**config.mk**
```make
export PLATFORM = sky130hd
export DESIGN_NAME = load_unit
export DESIGN_NICKNAME = d
export VERILOG_FILES = /design/src/rtl/load_unit.sv
export SDC_FILE = /design/constraint.sdc
export NUM_CORES = 1
export LEC_CHECK = 0
export BUFFER_PORTS_ARGS = -buffer_cell sky130_fd_sc_hd__buf_2
export CAP_MARGIN = 20
export CORE_UTILIZATION = 46
export CTS_CLUSTER_DIAMETER = 150
export DETAILED_ROUTE_END_ITERATION = 12
export PLACE_DENSITY = 0.78
export SLEW_MARGIN = 20
export SYNTH_ARGS = -nofsm -noshare
export SYNTH_HDL_FRONTEND = slang
export SYNTH_SLANG_ARGS = --single-unit
```
**constraint.sdc**
```tcl
create_clock -name i_clk -period 4.79 [get_ports i_clk]
set_clock_uncertainty 0.05 [all_clocks]
set_input_delay 0.479 -clock i_clk [delete_from_list [all_inputs] [get_ports i_clk]]
set_output_delay 0.479 -clock i_clk [all_outputs]
set_load 0.005 [all_outputs]
```
**src/rtl/load_unit.sv**
```systemverilog
// RV32 load unit: issues word-aligned data-memory reads, then extracts
// and sign/zero-extends the addressed byte or halfword for write-back.
module load_unit (
  input  logic        i_clk,
  input  logic        i_rst_n,
  input  logic        i_load,
  input  logic [2:0]  i_funct3,
  input  logic [31:0] i_ALUout,
  output logic        o_DM_CS,
  output logic [31:0] o_DM_addr,
  input  logic        i_DM_ready,
  input  logic        i_DM_rvalid,
  input  logic [31:0] i_DM_DO,
  output logic        o_stall,
  output logic        o_wb_valid,
  output logic [31:0] o_wb_data,
  output logic        o_misalign
);

  localparam logic [2:0] F3_LB  = 3'b000;
  localparam logic [2:0] F3_LH  = 3'b001;
  localparam logic [2:0] F3_LW  = 3'b010;
  localparam logic [2:0] F3_LBU = 3'b100;
  localparam logic [2:0] F3_LHU = 3'b101;

  typedef enum logic [1:0] {
    IDLE,
    REQ,
    WAIT,
    DONE
  } state_t;

  state_t      state_q, state_d;
  logic [31:0] addr_q, addr_d;
  logic [2:0]  f3_q, f3_d;
  logic [31:0] data_q, data_d;
  logic        mis_q, mis_d;

  logic        legal;
  logic        misal;
  logic        stall;
  logic        cs;
  logic [31:0] byte_w;
  logic [7:0]  byte_sel;
  logic [15:0] half_sel;
  logic [31:0] ext;

  always_comb begin
    legal = 1'b0;
    misal = 1'b0;
    case (i_funct3)
      F3_LB, F3_LBU: legal = 1'b1;
      F3_LH, F3_LHU: begin
        legal = 1'b1;
        misal = i_ALUout[0];
      end
      F3_LW: begin
        legal = 1'b1;
        misal = |i_ALUout[1:0];
      end
      default: legal = 1'b0;
    endcase
  end

  assign byte_w   = i_DM_DO >> {addr_q[1:0], 3'b000};
  assign byte_sel = byte_w[7:0];
  assign half_sel = addr_q[1] ? i_DM_DO[31:16]
                              : i_DM_DO[15:0];

  always_comb begin
    case (f3_q)
      F3_LB:   ext = {{24{byte_sel[7]}}, byte_sel};
      F3_LBU:  ext = {24'b0, byte_sel};
      F3_LH:   ext = {{16{half_sel[15]}}, half_sel};
      F3_LHU:  ext = {16'b0, half_sel};
      default: ext = i_DM_DO;
    endcase
  end

  always_comb begin
    state_d = state_q;
    addr_d  = addr_q;
    f3_d    = f3_q;
    data_d  = data_q;
    mis_d   = 1'b0;
    stall   = 1'b0;
    cs      = 1'b0;
    case (state_q)
      IDLE: begin
        if (i_load && legal) begin
          if (misal) begin
            mis_d = 1'b1;
          end else begin
            stall   = 1'b1;
            addr_d  = i_ALUout;
            f3_d    = i_funct3;
            state_d = REQ;
          end
        end
      end
      REQ: begin
        stall = 1'b1;
        cs    = 1'b1;
        if (i_DM_ready) begin
          if (i_DM_rvalid) begin
            data_d  = ext;
            state_d = DONE;
          end else begin
            state_d = WAIT;
          end
        end
      end
      WAIT: begin
        stall = 1'b1;
        if (i_DM_rvalid) begin
          data_d  = ext;
          state_d = DONE;
        end
      end
      DONE: begin
        // i_load here is the retiring instruction, never a new one
        state_d = IDLE;
      end
      default: state_d = IDLE;
    endcase
  end

  always_ff @(posedge i_clk or negedge i_rst_n) begin
    if (!i_rst_n) begin
      state_q <= IDLE;
      addr_q  <= '0;
      f3_q    <= '0;
      data_q  <= '0;
      mis_q   <= 1'b0;
    end else begin
      state_q <= state_d;
      addr_q  <= addr_d;
      f3_q    <= f3_d;
      data_q  <= data_d;
      mis_q   <= mis_d;
    end
  end

  // IDLE stall is combinational on i_load, so reset must mask it
  assign o_stall    = stall & i_rst_n;
  assign o_DM_CS    = cs;
  assign o_DM_addr  = cs ? {addr_q[31:2], 2'b00} : 32'b0;
  assign o_wb_valid = (state_q == DONE);
  assign o_wb_data  = data_q;
  assign o_misalign = mis_q;

endmodule

```
=== Yosys cells after proc, flatten, opt, wreduce, memory -nomap -nowiden ===
Index checks and enable logic that the tools add are counted.

* Bits in registers: 70
* Input port bits: 72

* Shift-type cells: 1
* Equality and inequality tests: 14
* Multiplexer cells: 21
* Bitwise logic cells: 2
* Reduce and logical (&&, ||, !) cells: 12

{| class="wikitable"
|+ Operators by type and width
! operator !! number
|-
| one-hot mux 32 bit (4 select lines) || 1
|-
| 2-to-1 mux 32 bit || 3
|-
| one-hot mux 32 bit (2 select lines) || 1
|-
| >> shifter 32 x 5 -> 8 bit || 1
|-
| 2-to-1 mux 16 bit || 1
|-
| == test 3 bit (second input constant) || 4
|-
| 2-to-1 mux 1 bit || 8
|-
| 2-to-1 mux 2 bit || 4
|-
| != test 2 bit (second input constant) || 4
|-
| one-hot mux 2 bit (4 select lines) || 1
|-
| == test 3 x 1 -> 1 bit (second input constant) || 2
|-
| zero test 3 bit || 2
|-
| OR reduction 2 bit || 3
|-
| OR reduction 5 bit || 1
|-
| == test 2 bit (second input constant) || 2
|-
| one-hot mux 1 bit (2 select lines) || 2
|-
| AND reduction 4 bit || 1
|-
| == test 3 x 2 -> 1 bit (second input constant) || 1
|-
| AND reduction 3 bit || 1
|-
| == test 2 x 1 -> 1 bit (second input constant) || 1
|-
| zero test 2 bit || 1
|-
| AND reduction 2 bit || 1
|-
| nonzero test 2 bit || 1
|-
| AND 1 bit || 1
|-
| 2 further kinds || 2
|}

=== Longest topological paths before layout ===
Gate-level depths: netlist of run 1.

* Depth after elaboration: 7
* Mapped depth: 8
* Depth with buffers taken out: 6

=== Worst setup path after synthesis of run 1 ===
OpenSTA, ideal clock, no wires.

* Kind: input to output
* From: input i_ALUout[0]
* To: output o_stall
* Arrival: 1.565 ns
* Stages: 5
* Data required time: 4.261 ns
* Slack: 2.696 ns
* Cells stage by stage: and3b_1 a311oi_2 nand4_4 buf_6 a21oi_1

* Cells in the longest elaborated chain, start to end: 6

{| class="wikitable"
|+ RTL lines
! what !! line !! source
|-
| from (decl) || 8 || <nowiki>input logic [31:0] i_ALUout,</nowiki>
|-
| OR reduction 2 bit || 59 || <nowiki>misal = |i_ALUout[1:0];</nowiki>
|-
| one-hot mux 1 bit (2 select lines) (*) || 51 || <nowiki>case (i_funct3)</nowiki>
|-
| 2-to-1 mux 1 bit (*) || 91 || <nowiki>if (misal) begin</nowiki>
|-
| 2-to-1 mux 1 bit (*) || 90 || <nowiki>if (i_load && legal) begin</nowiki>
|-
| one-hot mux 1 bit (2 select lines) (*) || 88 || <nowiki>case (state_q)</nowiki>
|-
| AND 1 bit (*) || 145 || <nowiki>assign o_stall = stall & i_rst_n;</nowiki>
|-
| to (decl) || 14 || <nowiki>output logic o_stall,</nowiki>
|}

Every way passes the cells marked *; elsewhere a longest branch is shown, timed or not.

=== Worst setup path after layout of run 1 ===
* From: register state_q[1]
* To: register data_q[16] (netlist: o_wb_data[16])

* Cells in the longest elaborated chain, start to end: 3

{| class="wikitable"
|+ RTL lines
! what !! line !! source
|-
| from (decl) || 33 || <nowiki>state_t state_q, state_d;</nowiki>
|-
| from (signal assigned) || 136 || <nowiki>state_q <= state_d;</nowiki>
|-
| == test 2 x 1 -> 1 bit / == test 2 bit (equally long branches) || 88 ||
|-
| != test 2 bit (no line) / nonzero test 2 bit (equally long branches) || -- ||
|-
| AND reduction 2 bit (no line) || -- ||
|-
| to (signal assigned) || 139 || <nowiki>data_q <= data_d;</nowiki>
|-
| to (decl) || 36 || <nowiki>logic [31:0] data_q, data_d;</nowiki>
|}

Several ways; a longest one is shown, not always the timed one.
A chain may end at the register's enable or synchronous reset.

==> results.yml, run 1 <==
outcome:
  outcome: "complete, no violations"
placement:
  numPortBuffers: 137
  routabilityCongestion: 0.868
  placed_cell_area_sq_mm: 0.00440
  dp_cells: 562
  pre_cts_ws_ps: 1530
  hpwl_microns: 6470
die:
  die-width_microns: 91.5
  start_util: 0.477
  placementRows: 32
  die_y_microns: 91.5
  core_sq_mm: 0.00773
  dieArea_sq_mm: 0.00837
  io_pins: 140
sta:
  setup_viol_count_final: 0
  fin_ws_ps: 1690
  clock.fmax_ghz: 0.323
  fin_crit_sh: 0.647
  tns_ps: 0
  rsz0062_at_grt: "no"
  period_needed_ps: 3100
  worst_pin_slew_ps: 1080
  max_slew_margin: 0.279
  finalMaxSlewViolations: 0
  hold_violations: 0
worst_setup_path:
  path_cells: "inv_1 > ha_1 > nand2b_1 > and3_1 > o211ai_1 > clkbuf_4 > nand3_1"
  cp.arrival_ps: 3310
  r2r_slack_ps: 1690
  reg2reg_to: "o_wb_data[16]"
  reg2reg_from: "state_q[1]"
  rr_worst_depth: 7
  cp-start-kind: "register"
  crit_cells: 7
  crit_required_ps: 5010
  end_kind: "register"
  critical_path.max_fanout: 33
  cp-startpoint: "state_q[1]"
  path_buf_inv: 2
  max_stage_delay_ps: 900
  cp-endpoint: "o_wb_data[16]"
  crit_type: "register to register"
  crit_path_top_delay_cell: "and3_1"
  crit_family: "simple AND/OR/NAND/NOR gates"
logic_synthesis:
  synth_top_area_share: 0.475
  yosys_warnings: 0
  synth_flop_cell: "dfrtp_1"
  synthSimpleGateAreaFrac: 0.213
  synth_compound_area_frac: 0.0710
  synth_mux_area_frac: 0.182
  yosys.area.top_type: "dfrtp_1"
  synth_xor_area_frac: 0
  syn_area_per_cell_sq_um: 10.7
  synth_fa_ha_area_frac: 0.0170
  synth_area_sq_mm: 0.00368
  synth_area_leaders: "dfrtp_1 48%, mux2_4 12%, and2_1 5.1%"
  syn_inst: 343
  synth_top_family_by_area: "simple AND/OR/NAND/NOR gates"
  async_flop_share: 1.00
  netlist_top_cells_count: "70 x dfrtp_1, 35 x nand3_1, 32 x nand2_1, 30 x and2_1, 29 x mux2_4"
  ys_seq_area_frac: 0.475
  synth-seq-cells: 70
  synth_cell_types: 36
  synth_edf_count: 0
  synth.most_common_cell: "dfrtp_1"
route:
  ant_nets: 0
  wl_microns: 8980
  routed-via-count: 3034
  drc_errors: 0
  drtPass1Iterations: 4
  first_iter_violations: 138
  wl_per_cell_microns: 15.5
  viasPerCell: 5.24
final_layout:
  fin_nets: 549
  layout-drive-gt1-share: 0.426
  final_area_sq_mm: 0.00462
  insertedDiodeCount: 0
  stdcell_count: 579
  final-seq-area_sq_mm: 0.00175
  fillers: 684
  multi_input_area_sq_mm: 0.00179
  syn_to_final_growth_pct: 25.3
clock_tree:
  htree_levels: 3
  hold_buffers: 0
  cts_tree: "built"
  post_cts_buffers: 0
  insertion_delay_ps: 330
  clk_path_buf_depth: 2
  cts_resized: 0
  clockRootBuffer: "clkbuf_8"
  clk_pin_slew_ps: 80
  cts_buffers: 9
  clock-sinks: 70
hold_path:
  hold_path_class: "primary input to register"
  hold-path-cell-count: 2
grt:
  grt_max_degree: 71
  grt_pass1_vias: 2868
  antenna_found_initial: 0
  grt_overflow_total: 0
  grt_use_total: 0.220
  grt_pass1_wl_microns: 14500
job:
  max-cap-violations: 0
power_and_ir_drop:
  p_leak_nw: 2.43
  ir_drop_mv: 0.260
  p_per_area_mw_per_mm2: 633
metal layers:
metal  part of all wire  vias up  global-route usage
met4              0.015        0              0.0741
li1                   -     1437                   -
met1               0.44     1485               0.308
met2               0.48      102               0.340
met3              0.056       10              0.0469
met5                  0        -                   0
cells by family after synthesis:
family	after synthesis
adder cells (fa/ha/maj)	5
AND/OR/NAND/NOR	145
multiplexers	51
flip-flops	70
other	1
buffers and inverters	31
AO/OA/AOI/OAI	40
stage by stage:
| step | utilization | hold slack (ps) | power [W] |
|---|---|---|---|
| 3_3_place_gp | 0.570 | 415 | 0.00239 |
| 5_1_grt | 0.597 | 298 | 0.00314 |
| 4_1_cts | 0.597 | 298 | 0.00294 |
| 6_report | 0.597 | 313 | 0.00292 |
| 3_5_place_dp | 0.570 | 420 | 0.00243 |
| 2_1_floorplan | - | 133 | 0.00197 |
where the power goes:
| part | internal (W) | switching, W | total, W |
|---|---|---|---|
| clock | 0.000269 | 0.000223 | 0.000492 |
| sequential | 0.000883 | 0.000200 | 0.00108 |
| combinational | 0.000695 | 0.000656 | 0.00135 |
| total | 0.00185 | 0.00108 | 0.00292 |
registers in the layout (all words and copies together), names as in the netlist:
| name | count |
|---|---|
| o_wb_data | 32 |
| addr_q | 32 |
| f3_q | 3 |
| state_q | 2 |
| o_misalign | 1 |
cells in the final DEF (no fill, tap or decap), types with 2 or more instances in the layout:
cell,netlist,layout
o21ai_0,14,14
inv_1,7,7
nor3b_1,8,8
nor4_1,4,4
mux2i_1,9,9
mux2_2,13,13
nor2b_1,7,7
clkinv_2,0,2
clkbuf_8,0,11
a22oi_1,2,2
nand2b_1,9,9
conb_1,1,2
and2_1,30,30
nor2_1,14,14
a211oi_1,10,10
buf_2,2,137
nand2_1,32,32
ha_1,5,5
dfrtp_1,70,70
mux2_4,29,29
a21oi_1,7,7
nand3_1,35,35
buf_4,2,3
how the worst min path moves through the flow:
| stage | start | endpoint |
|---|---|---|
| 4_1_cts | i_ALUout[9] | addr_q[9] |
| 5_1_grt | i_ALUout[17] | addr_q[17] |
| 6_report | i_ALUout[9] | addr_q[9] |
| 2_1_floorplan | i_rst_n | addr_q[0] |
| 3_5_place_dp | o_wb_data[3] | o_wb_data[3] |
| 3_3_place_gp | o_wb_data[0] | o_wb_data[0] |
area by class of cell:
class,instances,share of cell area
sequential,70,0.379
tap,102,0.0276
clock inverter,5,0.0122
multi-input combinational,243,0.387
timing repair buffer,141,0.155
inverter,7,0.00569
clock buffer,11,0.0328
No activity file was read; power rests on OpenSTA's default activity.
==> run 2: changes to the inputs <==
==> constraint.sdc (replaced) <==
create_clock -name i_clk -period 3.2 [get_ports i_clk]
set_clock_uncertainty 0.05 [all_clocks]
set_input_delay 0.32 -clock i_clk [delete_from_list [all_inputs] [get_ports i_clk]]
set_output_delay 0.32 -clock i_clk [all_outputs]
set_load 0.005 [all_outputs]
==> results.yml, run 2 (synthesized netlist as in run 1, its figures left out) <==
final_layout:
  final_cell_mix: "137 x buf_2, 70 x dfrtp_1, 35 x nand3_1, 32 x nand2_1, 30 x and2_1"
  syn_to_final_growth_pct: 26.9
  final_area_sq_mm: 0.00467
  layout-drive-gt1-share: 0.429
  stdcell_count: 582
  utilization: 0.605
  insertedDiodeCount: 0
  final_common_cell: "buf_2"
  fin_nets: 553
sta:
  hold_violations: 0
  period_needed_ps: 2320
  setup_viol_count_final: 0
  worst_pin_slew_ps: 881
  finalMaxSlewViolations: 0
  max_slew_margin: 0.413
  clock.fmax_ghz: 0.431
  fin_crit_sh: 0.724
  tns_ps: 0
  rsz0062_at_grt: "no"
die:
  start_util: 0.477
  placementRows: 32
  dieArea_sq_mm: 0.00837
  die_y_microns: 91.5
  io_pins: 140
  core_sq_mm: 0.00773
  die-width_microns: 91.5
power_and_ir_drop:
  p_leak_nw: 2.46
  p_per_area_mw_per_mm2: 968
  ir_drop_mv: 0.400
placement:
  routabilityCongestion: 0.849
  placed_cell_area_sq_mm: 0.00443
  hpwl_microns: 6560
  dp_cells: 566
  numPortBuffers: 137
clock_tree:
  hold_buffers: 0
  clockRootBuffer: "clkbuf_8"
  post_cts_buffers: 0
  clock-sinks: 70
  cts_buffers: 9
  clk_pin_slew_ps: 80
  cts_tree: "built"
  insertion_delay_ps: 340
  clk_path_buf_depth: 2
  htree_levels: 3
  cts_resized: 0
worst_setup_path:
  crit_family: "flip-flops"
  crit_required_ps: 2830
  cp.arrival_ps: 1950
  max_stage_delay_ps: 410
  crit_cells: 5
  r2r_slack_ps: 930
  end_kind: "output port"
  cp-start-kind: "register"
  crit_type: "register to output port"
  path_buf_inv: 2
  path_cells: "inv_1 > ha_1 > nand4_4 > a21oi_1 > buf_2"
  critical_path.max_fanout: 14
  crit_path_top_delay_cell: "dfrtp_1"
  rr_worst_depth: 4
route:
  wl_per_cell_microns: 15.9
  viasPerCell: 5.20
  drtPass1Iterations: 4
  wl_microns: 9270
  drc_errors: 0
  routed-via-count: 3028
  ant_nets: 0
  first_iter_violations: 138
grt:
  grt_overflow_total: 0
  grt_use_total: 0.230
  grt_pass1_vias: 3006
  antenna_found_initial: 0
  grt_max_degree: 71
  grt_pass1_wl_microns: 15000
outcome:
  outcome: "complete, no violations"
hold_path:
  hold_path_class: "primary input to asynchronous set/reset pin"
job:
  max-cap-violations: 0
==> run 2: where the power goes <==
part           total [W]  internal (W)  switching [W]  leakage, nW
Combinational    0.00207       0.00105        0.00101         1.50
Sequential       0.00161       0.00132       0.000283        0.847
Clock           0.000852      0.000513       0.000338        0.115
Total            0.00452       0.00289        0.00163         2.46
==> run 2: through the flow <==
step	setup WS, ps	power, W	hold WS, ps
6_report	882	0.00452	152
5_1_grt	737	0.00485	145
4_1_cts	872	0.00455	139
3_5_place_dp	937	0.00367	429
3_3_place_gp	1010	0.00360	411
2_1_floorplan	1280	0.00295	-25.6
==> run 2: cell type report <==
cell class              instances  area, sq um
repair buffers                145          746
clock buffers                   9          124
well taps                     102          128
fillers                       694         3050
flip-flops and latches         70         1750
inverters                       7         26.3
multi-input cells             243         1790
clock inverters                 6          111
==> run 2: worst paths after layout <==
| check | start | endpoint |
|---|---|---|
| worst max register to register | f3_q[0] | o_wb_data[12] |
| min in group i_clk | i_ALUout[11] | addr_q[11] |
| max in group asynchronous | i_rst_n | o_wb_data[8] |
| worst min register to register | o_wb_data[17] | o_wb_data[17] |
| worst max-delay path | state_q[0] | o_stall |
| worst min-delay path | i_rst_n | addr_q[21] |
==> run 2: worst reg2reg max path: cells and delay by family, from the launching register on <==
kind             cells  cell delay, ps
AO/OA/AOI/OAI        1             190
flip-flops           1             610
AND/OR/NAND/NOR      3            1270
==> run 2: routing by layer <==
layer  wire, microns  part of all wire  GRT usage  vias up
met5               0                 0          0        -
met4             265             0.029      0.115        0
met3             493             0.053     0.0402       23
met2            4360              0.47      0.341      111
met1            4150              0.45      0.324     1440
li1                -                 -          -     1454
